--- src/rtl/kernel_sequencer.sv ---
// kernel_sequencer: captures a short kernel of 8-bit instruction words, then executes them on an 8-bit accumulator.
// Optional build macro KSEQ_TRACE_EN adds per-execute trace outputs (trace_valid, trace_pc, trace_op).
module kernel_sequencer #(
  parameter int NUM_KERNEL = 8,
  parameter int PC_W       = 4
) (
  input  logic            clk,
  input  logic            rst_n,
  input  logic            load,
  input  logic [7:0]      number,
  input  logic            start,
  output logic            busy,
  output logic            done,
  output logic [7:0]      acc,
  output logic [PC_W-1:0] pc,
  output logic [PC_W:0]   count,
  output logic            overflow
`ifdef KSEQ_TRACE_EN
  ,
  output logic            trace_valid,
  output logic [PC_W-1:0] trace_pc,
  output logic [2:0]      trace_op
`endif
);

  // state  | meaning
  // IDLE   | waiting; load restarts the kernel at word 0, start runs it
  // LOAD   | appending words to the kernel
  // RUN    | executing kernel[pc] each cycle
  // DONE   | one-cycle completion pulse, then back to IDLE
  typedef enum logic [1:0] {
    S_IDLE = 2'd0,
    S_LOAD = 2'd1,
    S_RUN  = 2'd2,
    S_DONE = 2'd3
  } state_t;

  localparam logic [2:0] OP_SHR2 = 3'b001;
  localparam logic [2:0] OP_ADD  = 3'b010;
  localparam logic [2:0] OP_XOR  = 3'b011;
  localparam logic [2:0] OP_LDI  = 3'b100;
  localparam logic [2:0] OP_DEC  = 3'b101;
  localparam logic [2:0] OP_HALT = 3'b111;

  localparam logic [PC_W:0] CNT_FULL = (PC_W+1)'(NUM_KERNEL);
  localparam logic [PC_W:0] CNT_ONE  = (PC_W+1)'(1);

  state_t          state, state_nxt;
  logic [7:0]      acc_nxt;
  logic [PC_W-1:0] pc_nxt;
  logic [PC_W:0]   count_nxt;
  logic            ovf_nxt;
  logic            wr_en;
  logic [PC_W-1:0] wr_addr;

  // Sized to the full pc range so pc indexes it without width adaptation;
  // only the first NUM_KERNEL entries are ever written.
  logic [7:0] kernel [2**PC_W];

  logic [7:0] cur_word;
  logic [2:0] cur_op;
  logic [7:0] cur_imm;

  assign cur_word = kernel[pc];
  assign cur_op   = cur_word[7:5];
  assign cur_imm  = {3'b000, cur_word[4:0]};

  always_comb begin
    state_nxt = state;
    acc_nxt   = acc;
    pc_nxt    = pc;
    count_nxt = count;
    ovf_nxt   = overflow;
    wr_en     = 1'b0;
    wr_addr   = count[PC_W-1:0];

    case (state)
      S_IDLE: begin
        if (load) begin
          wr_en     = 1'b1;
          wr_addr   = '0;
          count_nxt = CNT_ONE;
          state_nxt = S_LOAD;
        end else if (start) begin
          if (count == '0) begin
            state_nxt = S_DONE;
          end else begin
            pc_nxt    = '0;
            state_nxt = S_RUN;
          end
        end
      end

      S_LOAD: begin
        if (load) begin
          if (count == CNT_FULL) begin
            ovf_nxt = 1'b1;
          end else begin
            wr_en     = 1'b1;
            count_nxt = count + CNT_ONE;
          end
        end else if (start) begin
          pc_nxt    = '0;
          state_nxt = S_RUN;
        end
      end

      S_RUN: begin
        case (cur_op)
          OP_SHR2: acc_nxt = acc >> 2;
          OP_ADD:  acc_nxt = acc + cur_imm;
          OP_XOR:  acc_nxt = acc ^ cur_imm;
          OP_LDI:  acc_nxt = cur_imm;
          OP_DEC:  acc_nxt = acc - 8'd1;
          default: acc_nxt = acc;
        endcase
        // HALT leaves pc on its own address; otherwise pc ends one past the last word.
        if (cur_op == OP_HALT) begin
          state_nxt = S_DONE;
        end else begin
          pc_nxt = pc + 1'b1;
          if ({1'b0, pc} == count - CNT_ONE) begin
            state_nxt = S_DONE;
          end
        end
      end

      S_DONE: begin
        state_nxt = S_IDLE;
      end

      default: begin
        state_nxt = S_IDLE;
      end
    endcase
  end

  always_ff @(posedge clk or negedge rst_n) begin
    if (!rst_n) begin
      state    <= S_IDLE;
      acc      <= '0;
      pc       <= '0;
      count    <= '0;
      overflow <= 1'b0;
    end else begin
      state    <= state_nxt;
      acc      <= acc_nxt;
      pc       <= pc_nxt;
      count    <= count_nxt;
      overflow <= ovf_nxt;
    end
  end

  // Kernel contents survive reset.
  always_ff @(posedge clk) begin
    if (wr_en) begin
      kernel[wr_addr] <= number;
    end
  end

  assign busy = (state == S_RUN);
  assign done = (state == S_DONE);

`ifdef KSEQ_TRACE_EN
  assign trace_valid = (state == S_RUN);
  assign trace_pc    = pc;
  assign trace_op    = cur_op;
`endif

endmodule

--- config.mk ---
export PLATFORM = sky130hd
export DESIGN_NAME = kernel_sequencer
export DESIGN_NICKNAME = d
export VERILOG_FILES = /design/src/rtl/kernel_sequencer.sv
export SDC_FILE = /design/constraint.sdc
export NUM_CORES = 1
export LEC_CHECK = 0
export ABC_AREA = 0
export CORE_ASPECT_RATIO = 0.5
export CORE_UTILIZATION = 45
export CTS_CLUSTER_DIAMETER = 30
export CTS_CLUSTER_SIZE = 40
export DETAILED_ROUTE_END_ITERATION = 10
export MAX_ROUTING_LAYER = met4
export SKIP_CTS_REPAIR_TIMING = 1
export SYNTH_ARGS = -nofsm -noshare
export SYNTH_HDL_FRONTEND = slang
export SYNTH_SLANG_ARGS = --single-unit
--- constraint.sdc ---
create_clock -name clk -period 6.3 [get_ports clk]
set_input_delay 0.63 -clock clk [delete_from_list [all_inputs] [get_ports clk]]
set_output_delay 0.63 -clock clk [all_outputs]
set_load 0.01 [all_outputs]
==> summary.txt <==
Critical path
  – Crit Path Max Fanout: 28
  – CP arrival: 4.80 ns
  – CP Capture Type: register
  – CP startpoint kind: register
  – Kind of critical path: register to register
  – Worst EP required: 6.59 ns

Clock network
  – TritonCTS clock tree: built
  – Clock sink total: 148
  – Bufs on Longest Clock Path: 2
  – Clk root buf: clkbuf_16
  – H-tree Lvls: 4
  – Inserted Clock Buffers: 17
  – Clk pin slew, worst setup/hold paths: approximately 0.060 ns
  – Worst-skew pair later-pin latency: 0.42 ns

Timing
  – Slew headroom: 22.6%
  – Final setup viols: 0
  – Slew Viols, Final: 0
  – Worst-margin pin slew: 1.16 ns
  – RSZ-0062 raised after global routing: no
  – Fin crit period: 4.51 ns
  – Final Hold Fails: 0
  – Hold slack final: 0.465 ns
  – Max Fclk: 222 MHz
  – Fin crit share: a little under three quarters
  – Final worst clock skew: 0.0153 ns
  – Setup TNS: 0 ns

Die
  – Row Count: 31
  – Die W: 177 um
  – I/O pin total: 32
  – Die height: 89.7 um
  – Area of the core: 0.0147 mm2
  – Initial Util: 46.9%
  – Die area: 0.0159 mm2

Run
  – Max Cap Viol: 0

Yosys
  – Netlist cell types: between 50 and 60
  – Syn_nets: slightly below 500
  – Register area share after synthesis: 62.8%
  – Mapped Area: a little under 0.007 mm2
  – Post-synth ARST share: 13.5%
  – Yosys top cell area share: 55.6%
  – Post-synth EDFFs: around 130
  – Yosys warnings: 0
  – Synth Register Bits: 148
  – Area leader, netlist: edfxtp_1
  – Syn_area_per_cell: 15.2 um2
  – Synthesized instance count: roughly 460
  – Top cells by area, synth: edfxtp_1 56%, dfrtp_1 7.2%, mux4_2 5.2%
  – Top FF cell, synth: edfxtp_1

Drt
  – DR vias: 4,026
  – Remaining DRCs: 0
  – First-pass iteration count of the detailed router: 5
  – Routed WL: 15,300 um
  – Vias per std cell: ~5.7
  – Routed Antenna Nets: 0
  – Initial DRC count: 430
  – WL/cell: 21.9 um

Finish
  – Final #Nets: 519
  – Share of cells above drive strength 1: 15.5%
  – Ant. Diodes: 0
  – Post-layout util: 53.7%
  – Area growth from synthesis to layout: 14.4%
  – Fillers: 1,207

GRT
  – Number of global-route vias before repair: ~3,800
  – Global-route wire length before repair: between 20,000 and 25,000 um
  – Global-route usage over all layers: 21.1%
  – Total grt overflow: 0
  – Largest net degree at the start of global routing: 29
  – Initial antenna violation count: 0

Placed design
  – Final HPWL DP: 9960 um
  – GPL Wtd Cong: between 0.9 and 1
  – Port bufs: 31

Power and ir drop
  – Power Density: approximately 420 mW/mm2
  – Pleak: 2.75 nW
  – Peak supply drop: 211 uV

Min path
  – Min-delay worst type: register to register

Status
  – Status: complete, no violations
-- flip-flops by register name, indices dropped and copies added, names as in the netlist --
register and cells:
acc 8, pc 4, overflow 1, state 2, count 5, kernel 128
-- final timing paths --
kind	from	end	slack, ns	depth (start not counted)
worst max-delay path	pc[0]$_DFFE_PN0P_	acc[4]$_DFFE_PN0P_	1.79	17
worst max register to register	pc[0]$_DFFE_PN0P_	acc[4]$_DFFE_PN0P_	1.79	17
min in group asynchronous	rst_n	acc[6]$_DFFE_PN0P_	0.77	1
worst min register to register	overflow$_DFFE_PN0P_	overflow$_DFFE_PN0P_	0.47	1
max in group asynchronous	rst_n	pc[0]$_DFFE_PN0P_	4.83	1
worst min-delay path	overflow$_DFFE_PN0P_	overflow$_DFFE_PN0P_	0.47	1
-- area by class of cell --
class	instances	area [um2]	area share, %
clock buffer	18	429	5.42
clock inverter	14	143	1.80
inverter	17	63.8	0.806
multi-input combinational	271	2350	29.6
sequential	148	4350	54.9
tap	198	248	3.13
timing repair buffer	35	340	4.30
-- cell usage after synthesis, types with 6 or more instances --
library cell	instances
inv_1	17
dfrtp_1	20
a21oi_1	14
a22oi_1	11
nand2_1	31
nor2_1	25
mux4_2	16
xnor2_1	8
o21ai_0	18
mux2i_1	24
edfxtp_1	128
nand3_1	8
o2bb2ai_1	6
a221oi_2	11
clkbuf_1	6
ha_1	16
nor3_1	6
-- critical path: stages (launching register included) --
cell and delay [ns]:
dfrtp_2 0.93, buf_4 0.50, mux4_1 0.31, a22oi_1 0.08
and3_1 0.19, nor2b_1 0.48, nand2_4 0.13, nand2_1 0.09
ha_1 0.13, inv_1 0.06, fa_1 0.41, a21o_1 0.18
a21oi_1 0.22, xnor2_1 0.11, a221oi_1 0.27, a21oi_1 0.07
a21oi_1 0.13, o2bb2ai_1 0.08
-- placed cells by master (no fill, tap or decap), types with 3 or more instances in the layout --
master / synthesis / routed
nor2b_1: 5 / 5
xor2_1: 5 / 5
or3_1: 3 / 3
nand2_1: 31 / 31
nand3_1: 8 / 8
mux4_2: 16 / 16
inv_1: 17 / 17
nand2_4: 3 / 3
ha_1: 16 / 16
buf_4: 4 / 4
mux2i_1: 24 / 24
a31oi_1: 3 / 3
clkinv_4: 0 / 5
a21o_1: 5 / 5
nand2b_1: 3 / 3
o21bai_1: 5 / 5
edfxtp_1: 128 / 128
dfrtp_1: 20 / 19
inv_6: 0 / 4
mux4_1: 4 / 4
a22oi_1: 11 / 11
nor2_1: 25 / 25
o21ai_1: 3 / 3
o21ai_0: 18 / 18
a21oi_1: 14 / 14
xnor2_1: 8 / 8
clkdlybuf4s50_1: 0 / 31
nor3_1: 6 / 5
clkbuf_16: 0 / 17
a21boi_0: 3 / 3
o2bb2ai_1: 6 / 6
a221oi_1: 3 / 3
a222oi_1: 3 / 3
a221oi_2: 11 / 11
-- metrics by stage --
step,total power [W],cell area [um2],setup slack (ns),cells
2_1_floorplan,0.00206,6920,2.78,455
3_3_place_gp,0.00231,7340,1.86,669
3_5_place_dp,0.00232,7340,1.76,669
4_1_cts,0.00330,7920,1.76,701
5_1_grt,0.00347,7920,1.34,701
6_report,0.00329,7920,1.79,701
-- cell families after synthesis --
kind of cell               synth area share (%)
AOI/OAI and AO/OA                          10.8
xor gates and xnor gates                   1.97
adders and majority gates                  3.18
buffers and inverters                      3.35
DFF                                        62.8
muxes                                      10.7
and+or+nand+nor                            7.11
-- metal layers --
layer / vias up / part of all wire (%) / GRT usage, %
met5: - / 0 / -
met4: 0 / 0.68 / 5.28
met3: 10 / 5.4 / 4.97
met2: 105 / 44 / 30.6
met1: 2059 / 50 / 30.0
li1: 1852 / - / -
-- report_power, final --
| part | switching, W | internal (W) |
|---|---|---|
| clock network | 0.000422 | 0.000555 |
| registers | 0.000100 | 0.00114 |
| logic | 0.000580 | 0.000490 |
| total | 0.00110 | 0.00218 |
Power figures use the tool's default switching activity.
==> RTL edit 1, RTL diff (same settings) <==
The 4 states of `state_t` get a one-hot encoding in 4 bits.
--- a/src/rtl/kernel_sequencer.sv
+++ b/src/rtl/kernel_sequencer.sv
@@ -28,11 +28,11 @@
   // LOAD   | appending words to the kernel
   // RUN    | executing kernel[pc] each cycle
   // DONE   | one-cycle completion pulse, then back to IDLE
-  typedef enum logic [1:0] {
-    S_IDLE = 2'd0,
-    S_LOAD = 2'd1,
-    S_RUN  = 2'd2,
-    S_DONE = 2'd3
+  typedef enum logic [3:0] {
+    S_IDLE = 4'b0001,
+    S_LOAD = 4'b0010,
+    S_RUN  = 4'b0100,
+    S_DONE = 4'b1000
   } state_t;
 
   localparam logic [2:0] OP_SHR2 = 3'b001;
Behaviour: same outputs for any inputs over 4 cycles, from zero or initial values and one cycle with rst_n low; so few cycles prove little.
==> RTL edit 1 against the original RTL <==
Clock power down 4.4%; critical endpoint is now acc[7]$_DFFE_PN0P_; non-clock buffer count increased by 3; critical path depth rose by 1; global-route usage decreased by 0.30 points; sequential cell count grew 2; setup slack improved by 0.073 ns; utilization fell by 0.074 points; design area fell by 0.66%; combinational power increased by 32%; synthesized cell count down 2.4%; routed wire length down 4.0%; total power is 9.8% higher; area after synthesis is 0.98% lower.
==> RTL edit 1: results (changes against the original RTL) <==
Power
  – VDD IR max: 0.206 mV (-2.2%)
  – P_leak: 2.73 nW (-0.58%)

Setup path
  – Worst path arrival time: 4.74 ns (-0.06 ns)
  – Crit path buf inv count: 2 (unchanged)
  – Worst Reg2Reg Path Length in Cells: 18 (+1)
  – RR Endpoint: acc[7]$_DFFE_PN0P_
  – Critical Path Fanout Max: 22 (-21%)
  – Max incr delay on CP: 0.68 ns (-0.25 ns)
  – R2r startpoint: pc[0]$_DFFE_PN0P_
  – CP max stage cell: dfrtp_2
  – R2R Setup Slk: 1.87 ns (+0.07 ns)
  – CP top delay family: compound AO/OA/AOI/OAI gates

Timing
  – Worst Tran Pin Value: 1.09 ns (-0.0654 ns)
  – Layout Skew: 0.0109 ns (-0.00447 ns)

Logic synthesis
  – Top post-synthesis cells by area: edfxtp_1 (56%), dfrtp_1 (7.7%), mux4_2 (6.6%)
  – Sequential element share of the synthesized area: 0.642 (+0.0137)
  – Syn nets: 471 (-2.7%)
  – EDFF count, synth: 128 (unchanged)
  – Syn avg cell area: 15.4 um2 (+1.5%)
  – Asr flop ratio synth: 0.147 (+0.0115)
  – Synth area leader: edfxtp_1
  – YS warnings: 0 (unchanged)
  – Synth cell count leaders: edfxtp_1 (128), nand2_1 (36), nor2_1 (27)
  – Post-synth cell types: 67 (+14%)

Global routing
  – First-pass GRT wire length: 22.6 mm (-1.5%)
  – Largest net degree at the start of global routing: 23 (-21%)
  – Antenna violations before repair: 0 (unchanged)
  – Total global-route track usage: 0.208 (-0.00301)
  – Number of global-route vias before repair: 3793 (+0.45%)

Routing
  – DR iter-0 viols: 362 (-16%)
  – Drt first pass iters: 5 (unchanged)
  – Vias per cell: 5.73 (-0.31%)
  – WL/cell: 21.2 um (-3.2%)
  – Wirelength, routed: 14.7 mm (-4.0%)

Min path
  – Hold Startpoint: overflow$_DFFE_PN0P_
  – Hold Crit Class: flip-flop to flip-flop
  – Hold path endpoint: overflow$_DFFE_PN0P_
  – Hold path depth: 1 (unchanged)

Layout
  – Max reg flops: 128 (unchanged)
  – Number of inserted diodes: 0 (unchanged)
  – Layout cells sized above 1: 0.161 (+0.00590)
  – Nets@finish: 511 (-1.5%)
  – Top flop regs: kernel (128), acc (8), count (5)

Place
  – DP HPWL: 9.78 mm (-1.8%)
  – Dpl cells: 663 (-0.90%)
  – Routability cong.: 0.874 (-4.8%)
  – # port buffers: 31 (unchanged)

Clocking
  – CTS buffer count: 17 (unchanged)
  – Worst-path clk slew: 0.07 ns
  – Insertion delay to the later sink of the worst-skew pair: 0.42 ns (about the same)

Outcome
  – Status: finished clean

Flow run
  – Max Cap Viol: 0 (unchanged)
[RTL edit 1: cell count changes after synthesis, sizes merged, moves of 4 or more]
cell,before,now
nand2,35,39
xor2,5,12
o2bb2ai,7,0
o21bai,5,1
a21oi,14,10
nor4b,0,5
inv,17,12
a21boi,4,0
[RTL edit 1: logic make-up after synthesis]
| logic type | count (synthesis) | share of synthesized area |
|---|---|---|
| flip-flops | 150 | 0.642 |
| AND/OR/NAND/NOR | 106 | 0.0822 |
| AO/OA/AOI/OAI | 77 | 0.0842 |
| multiplexers | 45 | 0.110 |
| buffers and inverters | 31 | 0.0281 |
| XOR/XNOR | 20 | 0.0256 |
| adder cells (fa/ha/maj) | 15 | 0.0285 |
[RTL edit 1: stage by stage]
stage	power [mW]	setup WS, ns	hold WS [ns]	utilization	instance area, um2
floorplan	2.35	2.60	0.334	-	6850
global placement	2.70	1.94	0.452	0.499	7320
detailed placement	2.68	1.91	0.468	0.499	7320
CTS	3.63	1.88	0.483	0.536	7860
global route	3.82	1.54	0.501	0.536	7860
finish	3.61	1.87	0.473	0.536	7860
[RTL edit 1: worst reg2reg max path, delay by kind of cell, from the launching register on]
family                   cells  cell delay [ns]
AO/OA/AOI/OAI                9             1.76
XOR/XNOR                     2             0.31
adder cells (fa/ha/maj)      2             0.53
buffers and inverters        2             0.57
flip-flops                   1             0.68
multiplexers                 1             0.17
AND/OR/NAND/NOR              2             0.31
[RTL edit 1: final cells by class]
type                            instances  area [um2]
Multi-Input combinational cell        263        2260
Sequential cell                       150        4400
Clock buffer                           17         425
Clock inverter                         15         116
Inverter                               14        52.6
Timing Repair Buffer                   38         363
Tap cell                              198         248
Fill cell                            1191        6800
[RTL edit 1: worst max path at each step]
stage                                 start                  to  slack (ns)  cells past startpoint
final                     pc[0]$_DFFE_PN0P_  acc[7]$_DFFE_PN0P_        1.87                     18
after global routing      pc[0]$_DFFE_PN0P_  acc[7]$_DFFE_PN0P_        1.54                     18
after CTS                 pc[0]$_DFFE_PN0P_  acc[7]$_DFFE_PN0P_        1.88                     15
after detailed placement  pc[0]$_DFFE_PN0P_  acc[7]$_DFFE_PN0P_        1.91                     18
after global placement    pc[0]$_DFFE_PN0P_  acc[7]$_DFFE_PN0P_        1.94                     14
after floorplan           pc[0]$_DFFE_PN0P_  acc[7]$_DFFE_PN0P_        2.60                     20
[RTL edit 1: power by group]
part           leakage (nW)  total (mW)  switching (mW)  internal [mW]
Combinational          1.04        1.41           0.774          0.638
Sequential             1.44        1.26           0.109           1.15
Clock                 0.258       0.934           0.424          0.511
[RTL edit 1: routing by layer]
metal | GRT usage | share of wire | vias to the layer above
met2 | 0.308 | 0.46 | 111
met3 | 0.0429 | 0.058 | 10
met4 | 0.0658 | 0.0084 | 0
met5 | - | 0 | -
li1 | - | - | 1816
met1 | 0.290 | 0.48 | 2042
==> RTL edit 2, RTL diff (same settings) <==
Made on the original files. `NUM_KERNEL`: 8 -> 4.
--- a/src/rtl/kernel_sequencer.sv
+++ b/src/rtl/kernel_sequencer.sv
@@ -1,7 +1,7 @@
 // kernel_sequencer: captures a short kernel of 8-bit instruction words, then executes them on an 8-bit accumulator.
 // Optional build macro KSEQ_TRACE_EN adds per-execute trace outputs (trace_valid, trace_pc, trace_op).
 module kernel_sequencer #(
-  parameter int NUM_KERNEL = 8,
+  parameter int NUM_KERNEL = 4,
   parameter int PC_W       = 4
 ) (
   input  logic            clk,
Behaviour: not the same (Yosys sat finds a counterexample within 10 cycles, from zero or initial values and one cycle with rst_n low).
==> RTL edit 2 against the original RTL <==
Clock power increased by 2%; sequential power is essentially flat; setup slack got worse by 0.24 ns; clock skew fell by 0.0044 ns; design area shrank 0.52%; critical endpoint is now acc[7]$_DFFE_PN0P_; die area decreased by 0.21%; first-iteration DRC count is 2.6% lower; sequential cell count is the same; largest power group is now combinational logic; via count is 0.57% lower; area after synthesis is 0.22% lower; routed wire length decreased by 0.80%; total power is 14% higher; global-route usage is 0.39 points higher.
==> RTL edit 2: results (changes against the original RTL) <==
Logic synthesis
  – Top post-synthesis cells by area: edfxtp_1 (56%), dfrtp_1 (7.3%), mux4_1 (4.6%)
  – Synth cell count leaders: edfxtp_1 (128), nor2_1 (35), nand2_1 (27)
  – Syn nets: 480 (-0.83%)
  – Syn avg cell area: 15.3 um2 (+0.67%)
  – Post-synth cell types: 65 (+10%)
  – Sequential element share of the synthesized area: 0.629 (+0.00137)

Setup path
  – CP max stage cell: dfrtp_1
  – Worst path arrival time: 5.10 ns (+0.30 ns)
  – Max incr delay on CP: 0.81 ns (-0.12 ns)

Layout
  – Nets@finish: 515 (-0.77%)
  – Final Instance Count excl. Fillers: 697 (-0.57%)

Power
  – VDD IR max: 0.208 mV (-1.4%)

Place
  – Dpl ws: 1.57 ns (-0.193 ns)
  – Dpl cells: 665 (-0.60%)
  – DP Area: 7290 um2 (-0.77%)
  – Routability cong.: 0.874 (-4.8%)

Outcome
  – Status: finished clean

Global routing
  – Met2 Use GR: 0.307 (+0.000710)
  – Total global-route track usage: 0.215 (+0.00394)
  – Number of global-route vias before repair: 3825 (+1.3%)
  – First-pass GRT wire length: 23.3 mm (+2.0%)
  – Largest net degree at the start of global routing: 21 (-28%)
  – Met1 usage: 0.308 (+0.00739)

Routing
  – DR iter-0 viols: 419 (-2.6%)
  – Vias per cell: 5.74 (about the same)
  – Met2 WL: 6.54 mm (-2.9%)
  – Wl on met1: 7.60 mm (-0.68%)
  – Metal3 WL: 877 um (+5.5%)

Timing
  – Max-Slew Margin vs Limit: 0.335 (+0.109)
  – Layout Skew: 0.0109 ns (-0.00443 ns)
## RTL edit 2: final cells by class
| cell class | instances | area [um2] |
|---|---|---|
| repair buffers | 36 | 348 |
| well taps | 198 | 248 |
| inverters | 15 | 56.3 |
| fillers | 1202 | 6830 |
| flip-flops and latches | 148 | 4350 |
| clock inverters | 15 | 161 |
| multi-input cells | 268 | 2290 |
| clock buffers | 17 | 425 |
## RTL edit 2: cell families after synthesis
logic type / share of synthesized area
fa+ha+maj: 0.0319
mux: 0.113
buf+inv: 0.0388
compound gates: 0.0865
xor+xnor: 0.0216
flops: 0.629
simple gates: 0.0789
## RTL edit 2: worst paths after layout
path                                           start              endpoint  slack [ns]  cells after the start
worst max-delay path               pc[1]$_DFFE_PN0P_    acc[7]$_DFFE_PN0P_        1.55                     16
worst min-delay path            overflow$_DFFE_PN0P_  overflow$_DFFE_PN0P_        0.47                      1
worst max register to register     pc[1]$_DFFE_PN0P_    acc[7]$_DFFE_PN0P_        1.55                     16
worst min register to register  overflow$_DFFE_PN0P_  overflow$_DFFE_PN0P_        0.47                      1
max in group asynchronous                      rst_n     pc[0]$_DFFE_PN0P_        4.87                      1
min in group asynchronous                      rst_n  state[0]$_DFFE_PN0P_        0.75                      1
## RTL edit 2: report_power, final
| group | leakage, nW | internal (mW) | switching [mW] |
|---|---|---|---|
| Clock | 0.281 | 0.530 | 0.463 |
| Combinational | 1.04 | 0.669 | 0.854 |
| Sequential | 1.41 | 1.13 | 0.107 |
| Total | 2.73 | 2.33 | 1.42 |
## RTL edit 2: worst register-to-register path: cells and delay by family, from the launching register on
family	cells	cell delay [ns]
buffers and inverters	1	0.39
multiplexers	1	0.60
AND/OR/NAND/NOR	6	1.17
adder cells (fa/ha/maj)	1	0.28
AO/OA/AOI/OAI	7	1.43
flip-flops	1	0.81
